### config.mk
export PLATFORM = sky130hd
export DESIGN_NAME = mdu_iter
export DESIGN_NICKNAME = d
export VERILOG_FILES = /design/src/rtl/mdu_pkg.sv /design/src/rtl/mdu_div_step.sv /design/src/rtl/mdu_iter.sv
export SDC_FILE = /design/constraint.sdc
export NUM_CORES = 1
export LEC_CHECK = 0
export CORE_ASPECT_RATIO = 2
export CORE_UTILIZATION = 40
export CTS_CLUSTER_DIAMETER = 120
export DETAILED_ROUTE_END_ITERATION = 12
export DONT_BUFFER_PORTS = 1
export PLACE_DENSITY_LB_ADDON = 0.25
export SYNTH_ARGS = -nofsm -noshare
export SYNTH_HDL_FRONTEND = slang
export SYNTH_SLANG_ARGS = --single-unit
### constraint.sdc
create_clock -name i_clk -period 3.77 [get_ports i_clk]
set_input_delay 0.5655 -clock i_clk [delete_from_list [all_inputs] [get_ports i_clk]]
set_output_delay 0.5655 -clock i_clk [all_outputs]
set_load 0.01 [all_outputs]
### src/rtl/mdu_pkg.sv
// Shared definitions for the iterative multiply/divide unit: funct codes,
// FSM state encoding and the iteration-counter width helper.
package mdu_pkg;

  localparam logic [5:0] FN_MFHI  = 6'b010000;
  localparam logic [5:0] FN_MTHI  = 6'b010001;
  localparam logic [5:0] FN_MFLO  = 6'b010010;
  localparam logic [5:0] FN_MTLO  = 6'b010011;
  localparam logic [5:0] FN_MULT  = 6'b011000;
  localparam logic [5:0] FN_MULTU = 6'b011001;
  localparam logic [5:0] FN_DIV   = 6'b011010;
  localparam logic [5:0] FN_DIVU  = 6'b011011;

  typedef enum logic [1:0] {
    ST_IDLE = 2'd0,
    ST_RUN  = 2'd1,
    ST_FIX  = 2'd2
  } state_e;

  // Counter must hold the value NB_DATA itself, hence the +1.
  function automatic int cnt_bits(input int nb);
    return $clog2(nb + 1);
  endfunction

endpackage

### src/rtl/mdu_div_step.sv
// One restoring-division step: shift the next dividend bit into the partial
// remainder and subtract the divisor if it fits.
module mdu_div_step #(
  parameter int NB_DATA = 32
) (
  input  logic [NB_DATA-1:0] i_rem,
  input  logic               i_bit,
  input  logic [NB_DATA-1:0] i_divisor,
  output logic [NB_DATA-1:0] o_rem,
  output logic               o_qbit
);

  logic [NB_DATA:0] shifted;
  logic [NB_DATA:0] diff;

  // Trial subtraction; a clear borrow bit means the divisor fits.
  always_comb begin
    shifted = {i_rem, i_bit};
    diff    = shifted - {1'b0, i_divisor};
    o_qbit  = ~diff[NB_DATA];
    o_rem   = o_qbit ? diff[NB_DATA-1:0] : shifted[NB_DATA-1:0];
  end

endmodule

### src/rtl/mdu_iter.sv
// Iterative multiply/divide unit with HI/LO registers. One product or
// quotient bit per clock; signed ops run on magnitudes and are sign-fixed
// in a final correction cycle.
//
// state | meaning
// IDLE  | ready; MT*/MF* served, MULT*/DIV* accepted
// RUN   | NB_DATA shift-add / shift-subtract iterations
// FIX   | sign correction, HI/LO write, then back to IDLE
module mdu_iter
  import mdu_pkg::*;
#(
  parameter int NB_DATA = 32,
  parameter int NB_OP   = 6
) (
  input  logic               i_clk,
  input  logic               i_rst_n,
  input  logic               i_valid,
  input  logic [NB_OP-1:0]   i_funct,
  input  logic [NB_DATA-1:0] i_datoA,
  input  logic [NB_DATA-1:0] i_datoB,
  input  logic               i_flush,
  output logic               o_ready,
  output logic               o_done,
  output logic [NB_DATA-1:0] o_data,
  output logic [NB_DATA-1:0] o_hi,
  output logic [NB_DATA-1:0] o_lo
);

  localparam int NB_CNT = cnt_bits(NB_DATA);

  state_e                  state_q, state_d;
  logic [NB_CNT-1:0]       cnt_q, cnt_d;
  logic [2*NB_DATA-1:0]    acc_q, acc_d;
  logic [NB_DATA-1:0]      b_q, b_d;
  logic [NB_DATA-1:0]      a_q, a_d;
  logic [NB_DATA-1:0]      hi_q, hi_d;
  logic [NB_DATA-1:0]      lo_q, lo_d;
  logic                    is_div_q, is_div_d;
  logic                    neg_res_q, neg_res_d;
  logic                    neg_rem_q, neg_rem_d;
  logic                    dz_q, dz_d;
  logic                    done_q, done_d;

  logic                    fn_mthi, fn_mtlo, fn_mfhi, fn_mflo;
  logic                    fn_mul, fn_div, fn_signed, accept;
  logic                    sign_a, sign_b;
  logic [NB_DATA-1:0]      mag_a, mag_b;
  logic [NB_DATA:0]        mul_sum;
  logic [2*NB_DATA-1:0]    mul_acc, div_acc, prod;
  logic [NB_DATA-1:0]      div_rem, quo_fix, rem_fix;
  logic                    div_qbit;

  mdu_div_step #(.NB_DATA(NB_DATA)) u_div_step (
    .i_rem     (acc_q[2*NB_DATA-1:NB_DATA]),
    .i_bit     (acc_q[NB_DATA-1]),
    .i_divisor (b_q),
    .o_rem     (div_rem),
    .o_qbit    (div_qbit)
  );

  // Decode, datapath steps and result correction.
  always_comb begin
    fn_mthi   = (i_funct == NB_OP'(FN_MTHI));
    fn_mtlo   = (i_funct == NB_OP'(FN_MTLO));
    fn_mfhi   = (i_funct == NB_OP'(FN_MFHI));
    fn_mflo   = (i_funct == NB_OP'(FN_MFLO));
    fn_mul    = (i_funct == NB_OP'(FN_MULT)) | (i_funct == NB_OP'(FN_MULTU));
    fn_div    = (i_funct == NB_OP'(FN_DIV))  | (i_funct == NB_OP'(FN_DIVU));
    fn_signed = (i_funct == NB_OP'(FN_MULT)) | (i_funct == NB_OP'(FN_DIV));
    accept    = i_valid & (state_q == ST_IDLE) & ~i_flush;
    sign_a    = fn_signed & i_datoA[NB_DATA-1];
    sign_b    = fn_signed & i_datoB[NB_DATA-1];
    mag_a     = sign_a ? (~i_datoA + 1'b1) : i_datoA;
    mag_b     = sign_b ? (~i_datoB + 1'b1) : i_datoB;
    mul_sum   = {1'b0, acc_q[2*NB_DATA-1:NB_DATA]} + {1'b0, (acc_q[0] ? b_q : '0)};
    mul_acc   = {mul_sum, acc_q[NB_DATA-1:1]};
    div_acc   = {div_rem, acc_q[NB_DATA-2:0], div_qbit};
    prod      = neg_res_q ? (~acc_q + 1'b1) : acc_q;
    quo_fix   = neg_res_q ? (~acc_q[NB_DATA-1:0] + 1'b1) : acc_q[NB_DATA-1:0];
    rem_fix   = neg_rem_q ? (~acc_q[2*NB_DATA-1:NB_DATA] + 1'b1)
                          : acc_q[2*NB_DATA-1:NB_DATA];
  end

  // Next-state and register-update logic.
  always_comb begin
    state_d   = state_q;
    cnt_d     = cnt_q;
    acc_d     = acc_q;
    b_d       = b_q;
    a_d       = a_q;
    hi_d      = hi_q;
    lo_d      = lo_q;
    is_div_d  = is_div_q;
    neg_res_d = neg_res_q;
    neg_rem_d = neg_rem_q;
    dz_d      = dz_q;
    done_d    = 1'b0;
    case (state_q)
      ST_IDLE: begin
        if (accept) begin
          if (fn_mthi) hi_d = i_datoA;
          if (fn_mtlo) lo_d = i_datoA;
          if (fn_mul | fn_div) begin
            a_d       = i_datoA;
            is_div_d  = fn_div;
            neg_res_d = sign_a ^ sign_b;
            neg_rem_d = sign_a;
            dz_d      = fn_div & (i_datoB == '0);
            b_d       = fn_div ? mag_b : mag_a;
            acc_d     = {{NB_DATA{1'b0}}, (fn_div ? mag_a : mag_b)};
            cnt_d     = NB_CNT'(NB_DATA);
            state_d   = ST_RUN;
          end
        end
      end
      ST_RUN: begin
        if (i_flush) begin
          state_d = ST_IDLE;
        end else begin
          acc_d = is_div_q ? div_acc : mul_acc;
          cnt_d = cnt_q - 1'b1;
          if (cnt_q == NB_CNT'(1)) state_d = ST_FIX;
        end
      end
      ST_FIX: begin
        state_d = ST_IDLE;
        if (!i_flush) begin
          done_d = 1'b1;
          if (!is_div_q) begin
            hi_d = prod[2*NB_DATA-1:NB_DATA];
            lo_d = prod[NB_DATA-1:0];
          end else if (dz_q) begin
            hi_d = a_q;
            lo_d = '1;
          end else begin
            hi_d = rem_fix;
            lo_d = quo_fix;
          end
        end
      end
      default: state_d = ST_IDLE;
    endcase
  end

  // State and datapath registers; reset discards any in-flight work.
  always_ff @(posedge i_clk or negedge i_rst_n) begin
    if (!i_rst_n) begin
      state_q   <= ST_IDLE;
      cnt_q     <= '0;
      acc_q     <= '0;
      b_q       <= '0;
      a_q       <= '0;
      hi_q      <= '0;
      lo_q      <= '0;
      is_div_q  <= 1'b0;
      neg_res_q <= 1'b0;
      neg_rem_q <= 1'b0;
      dz_q      <= 1'b0;
      done_q    <= 1'b0;
    end else begin
      state_q   <= state_d;
      cnt_q     <= cnt_d;
      acc_q     <= acc_d;
      b_q       <= b_d;
      a_q       <= a_d;
      hi_q      <= hi_d;
      lo_q      <= lo_d;
      is_div_q  <= is_div_d;
      neg_res_q <= neg_res_d;
      neg_rem_q <= neg_rem_d;
      dz_q      <= dz_d;
      done_q    <= done_d;
    end
  end

  // MF* read port is live only while idle with a request present.
  always_comb begin
    o_data = '0;
    if ((state_q == ST_IDLE) && i_valid) begin
      if (fn_mfhi)      o_data = hi_q;
      else if (fn_mflo) o_data = lo_q;
    end
  end

  assign o_ready = (state_q == ST_IDLE);
  assign o_done  = done_q;
  assign o_hi    = hi_q;
  assign o_lo    = lo_q;

endmodule

==> qor.txt <==
STATUS
--------------------------------------------------------------------------------------------------------
Run status ................................................................................ finished, violations left
Violations in the final reports ........................................................... hold timing, capacitance limit, slew limit

DRT
--------------------------------------------------------------------------------------------------------
DRC violations left .......................................................................            0
Routed WL per cell ........................................................................      27.5 um
Initial drt markers .......................................................................         1525
Detailed-route via count ..................................................................        18300
Vias per std cell .........................................................................         6.34
Drt total wl ..............................................................................     79300 um
Length of the first detailed-routing pass in iterations ...................................            8
Post-detailed-route count of antenna-violating nets .......................................            0

SYNTHESIS
--------------------------------------------------------------------------------------------------------
Count of synthesis-stage warnings from yosys ..............................................            0
Number of instances in the synthesized netlist ............................................         2349
Number of flops mapped to enable cells by yosys ...........................................            0
Number of nets produced by synthesis ......................................................         2495
Netlist cell types ........................................................................           78
Most numerous cell in the Yosys netlist ...................................................      nand2_1
FFs w/ async S/R, synth ...................................................................         100%
Cell type with the highest aggregate area in the netlist ..................................      dfrtp_1
FF+latch count, synth .....................................................................          205
Area of the mapped netlist ................................................................    17800 um2
Primary FF master, synth ..................................................................      dfrtp_1
Top area cells in the synthesized netlist ................................................. dfrtp_1, nand2_1, o21ai_0
Share of synthesized area occupied by flip-flops and latches ..............................        28.9%
Mean Syn Cell Area ........................................................................     7.56 um2
Portion of synthesized cell area occupied by the leading cell type ........................        28.9%
Most used standard cells in the synthesized netlist ....................................... nand2_1, nor2_1, o21ai_0

SETUP PATH
--------------------------------------------------------------------------------------------------------
Cell-by-cell listing of the critical path ................................................. inv_1 > buf_4 > ha_1 > inv_1 > nor4_1 > buf_4 > and4bb_1 > nand3_1 > or3_1 > o21ai_1 > a21oi_1 > a221o_1
Sum of buffers and inverters on the critical path .........................................            4
Critical path data required time ..........................................................      4.19 ns
Data arrival, critical path ...............................................................      4.01 ns
Worst setup path category .................................................................      reg2reg
Delay contributed by the slowest stage of the critical path ...............................      0.54 ns
Largest fanout on the critical path .......................................................           13
Endpoint kind of the worst setup timing path ..............................................         flop
Highest-delay cell along the critical path ................................................        or3_1
Element type at the critical path start ...................................................         flop
Cell family contributing the most delay on the critical path .............................. simple AND/OR/NAND/NOR gates

CLOCK NETWORK
--------------------------------------------------------------------------------------------------------
TritonCTS clock tree ......................................................................        built
Clk sinks .................................................................................          205
Clock Path Buffers ........................................................................            3
Buffers inserted during post-CTS setup optimization .......................................            0
Post-CTS clock slew at the launch and capture registers of the worst setup and hold paths .      0.07 ns
CTS Root Cell .............................................................................    clkbuf_16
# H-tree levels ...........................................................................            1
Source-to-sink clock delay at the later pin of the worst-skew pair ........................      0.55 ns
CTS buffer count ..........................................................................           22

STA
--------------------------------------------------------------------------------------------------------
Max_slew headroom .........................................................................       -5.78%
Setup repair after global routing missed its margin .......................................           no
Setup TNS Final ...........................................................................         0 ns
Final Slew Violations .....................................................................            3
Max Fclk ..................................................................................      279 MHz
Final critical-path required period .......................................................      3.59 ns
Number of setup violations in the final report ............................................            0
Hold WS ...................................................................................    -0.283 ns
Min setup slack post-route ................................................................     0.180 ns
Max Clock Skew ............................................................................    0.0276 ns
Final cycle utilization of the critical path ..............................................        95.2%
Least-Margin Pin Slew .....................................................................      1.57 ns
Endpoints failing hold ....................................................................          205

CELLS AND AREA
--------------------------------------------------------------------------------------------------------
Synth-to-layout area growth ...............................................................        9.75%
Finished Core Util ........................................................................        44.7%
Share of post-route cells with drive strength above 1 .....................................        8.28%
Finished Cell Area ........................................................................    19500 um2
Filler-free cell count of the finished design .............................................         2882
Layout net count ..........................................................................         2461

GRT
--------------------------------------------------------------------------------------------------------
Met2 GRT Util .............................................................................        59.2%
Pin count of the biggest net entering global routing ......................................          206
Via count of the first global-routing pass ................................................        18100
Met1 Resource Use GR ......................................................................        34.7%
Total global-route track usage ............................................................        35.2%
Initial antenna violation count ...........................................................            3
Wire length of the first global-routing pass ..............................................    115000 um
Met3 Resource Use GR ......................................................................        6.04%
Busiest layer in global routing ...........................................................         met2
Leftover overflow at the end of global routing ............................................            0

DIE
--------------------------------------------------------------------------------------------------------
Starting Density ..........................................................................        40.7%
Placeable Area ............................................................................    43600 um2
Die Footprint .............................................................................    45300 um2
Standard-cell rows ........................................................................          108
Io pins ...................................................................................          172
Overall die width .........................................................................       151 um
Die height ................................................................................       300 um

POWER
--------------------------------------------------------------------------------------------------------
Leakage component of the power ............................................................      8.49 nW
Power per unit of standard cell area ......................................................   697 nW/um2
Maximum vdd drop ..........................................................................     0.383 mV

MIN PATH
--------------------------------------------------------------------------------------------------------
Kind of path behind the tightest hold check ...............................................     in2async

PLACED DESIGN
--------------------------------------------------------------------------------------------------------
Number of cells in the design after placement .............................................         2841
Dpl hpwl ..................................................................................     59800 um
Placer congestion estimate ................................................................         1.02
Total cell area at the placement stage ....................................................    18700 um2
Count of input and output buffers .........................................................            0
Dpl ws ....................................................................................    -0.155 ns

JOB
--------------------------------------------------------------------------------------------------------
Maxcap violations .........................................................................            1

[routing by layer]
layer  vias up  wire length, um
met1      8740            25500
met3       359             4950
met4         4            10300
met5         -               28
met2       905            38500
li1       8266                -
[layout make-up]
cell class	instances	area, um2
antenna	1	2.50
tap	550	688
fill	4424	24100
clock inverter	10	111
timing repair buffer	112	878
inverter	61	229
multi-input combinational	1913	11800
clock buffer	30	632
sequential	205	5130
[path summary, 6_finish.rpt]
path,start,end,slack (ns),depth (start not counted)
max,acc_q[0],o_hi[26],0.18,12
min,i_rst_n,cnt_q[1],-0.28,0
max reg2reg,acc_q[0],o_hi[26],0.18,12
min reg2reg,a_q[4],a_q[4],0.48,2
max in group asynchronous,i_rst_n,o_lo[6],3.49,0
min in group i_clk,i_datoA[21],a_q[21],0.13,2
[cell families (layout without fill, tap and decap cells)]
kind of cell    count (synthesis)  count (layout)  synth area share [%]
buf+inv                       231             213                  4.95
mux                           104             104                  5.88
compound gates                660             660                  22.4
fa+ha+maj                      72              72                  5.15
flops                         205             205                  28.9
xor+xnor                      193             193                  9.51
other cells                     0               1                     0
simple gates                  884             884                  23.3
[state kept, by name, summed over array words and instances (netlist names)]
name	cells
state_q	2
neg_rem_q	1
b_q	32
cnt_q	6
acc_q	64
a_q	32
o_done	1
is_div_q	1
o_lo	32
dz_q	1
neg_res_q	1
o_hi	32
[stage by stage]
stage | hold WS (ns) | total power [mW]
CTS | -0.301 | 13.4
global route | -0.287 | 14.3
finish | -0.283 | 13.6
floorplan | 0.270 | 8.43
global placement | 0.279 | 10.9
detailed placement | 0.279 | 11.0
[power breakdown]
| group | switching (mW) | internal (mW) | total [mW] |
|---|---|---|---|
| registers | 0.677 | 2.72 | 3.40 |
| logic | 4.82 | 3.03 | 7.85 |
| clock network | 1.02 | 1.32 | 2.34 |
| total | 6.52 | 7.07 | 13.6 |
[worst register-to-register path: cells and delay by family (launching register included)]
kind,cells,cell delay (ns)
simple gates,4,1.49
buf+inv,4,0.72
compound gates,3,0.60
flops,1,0.41
fa+ha+maj,1,0.25
[repair_timing]
| item | in CTS | in global routing |
|---|---|---|
| resized for setup | 2 | 8 |
| endpoints found under the hold margin | 205 | 205 |
| gates cloned | 0 | 0 |
| setup endpoints to repair | 2 | 29 |
[placed cells by master, fill, tap and decap left out, drive strengths merged, types with 15 or more instances in the layout]
cell,instances
a21o,26
a21oi,179
a22oi,19
a31oi,20
and3,19
buf,112
clkbuf,30
dfrtp,205
ha,70
inv,60
mux2i,101
nand2,344
nand2b,23
nand3,52
nand4,15
nor2,243
nor3,48
nor4,33
o21ai,238
o221ai,15
o22ai,35
o31ai,27
o41ai,19
or3,32
or4,19
xnor2,101
xor2,92
(Power assumes the default switching activity.)
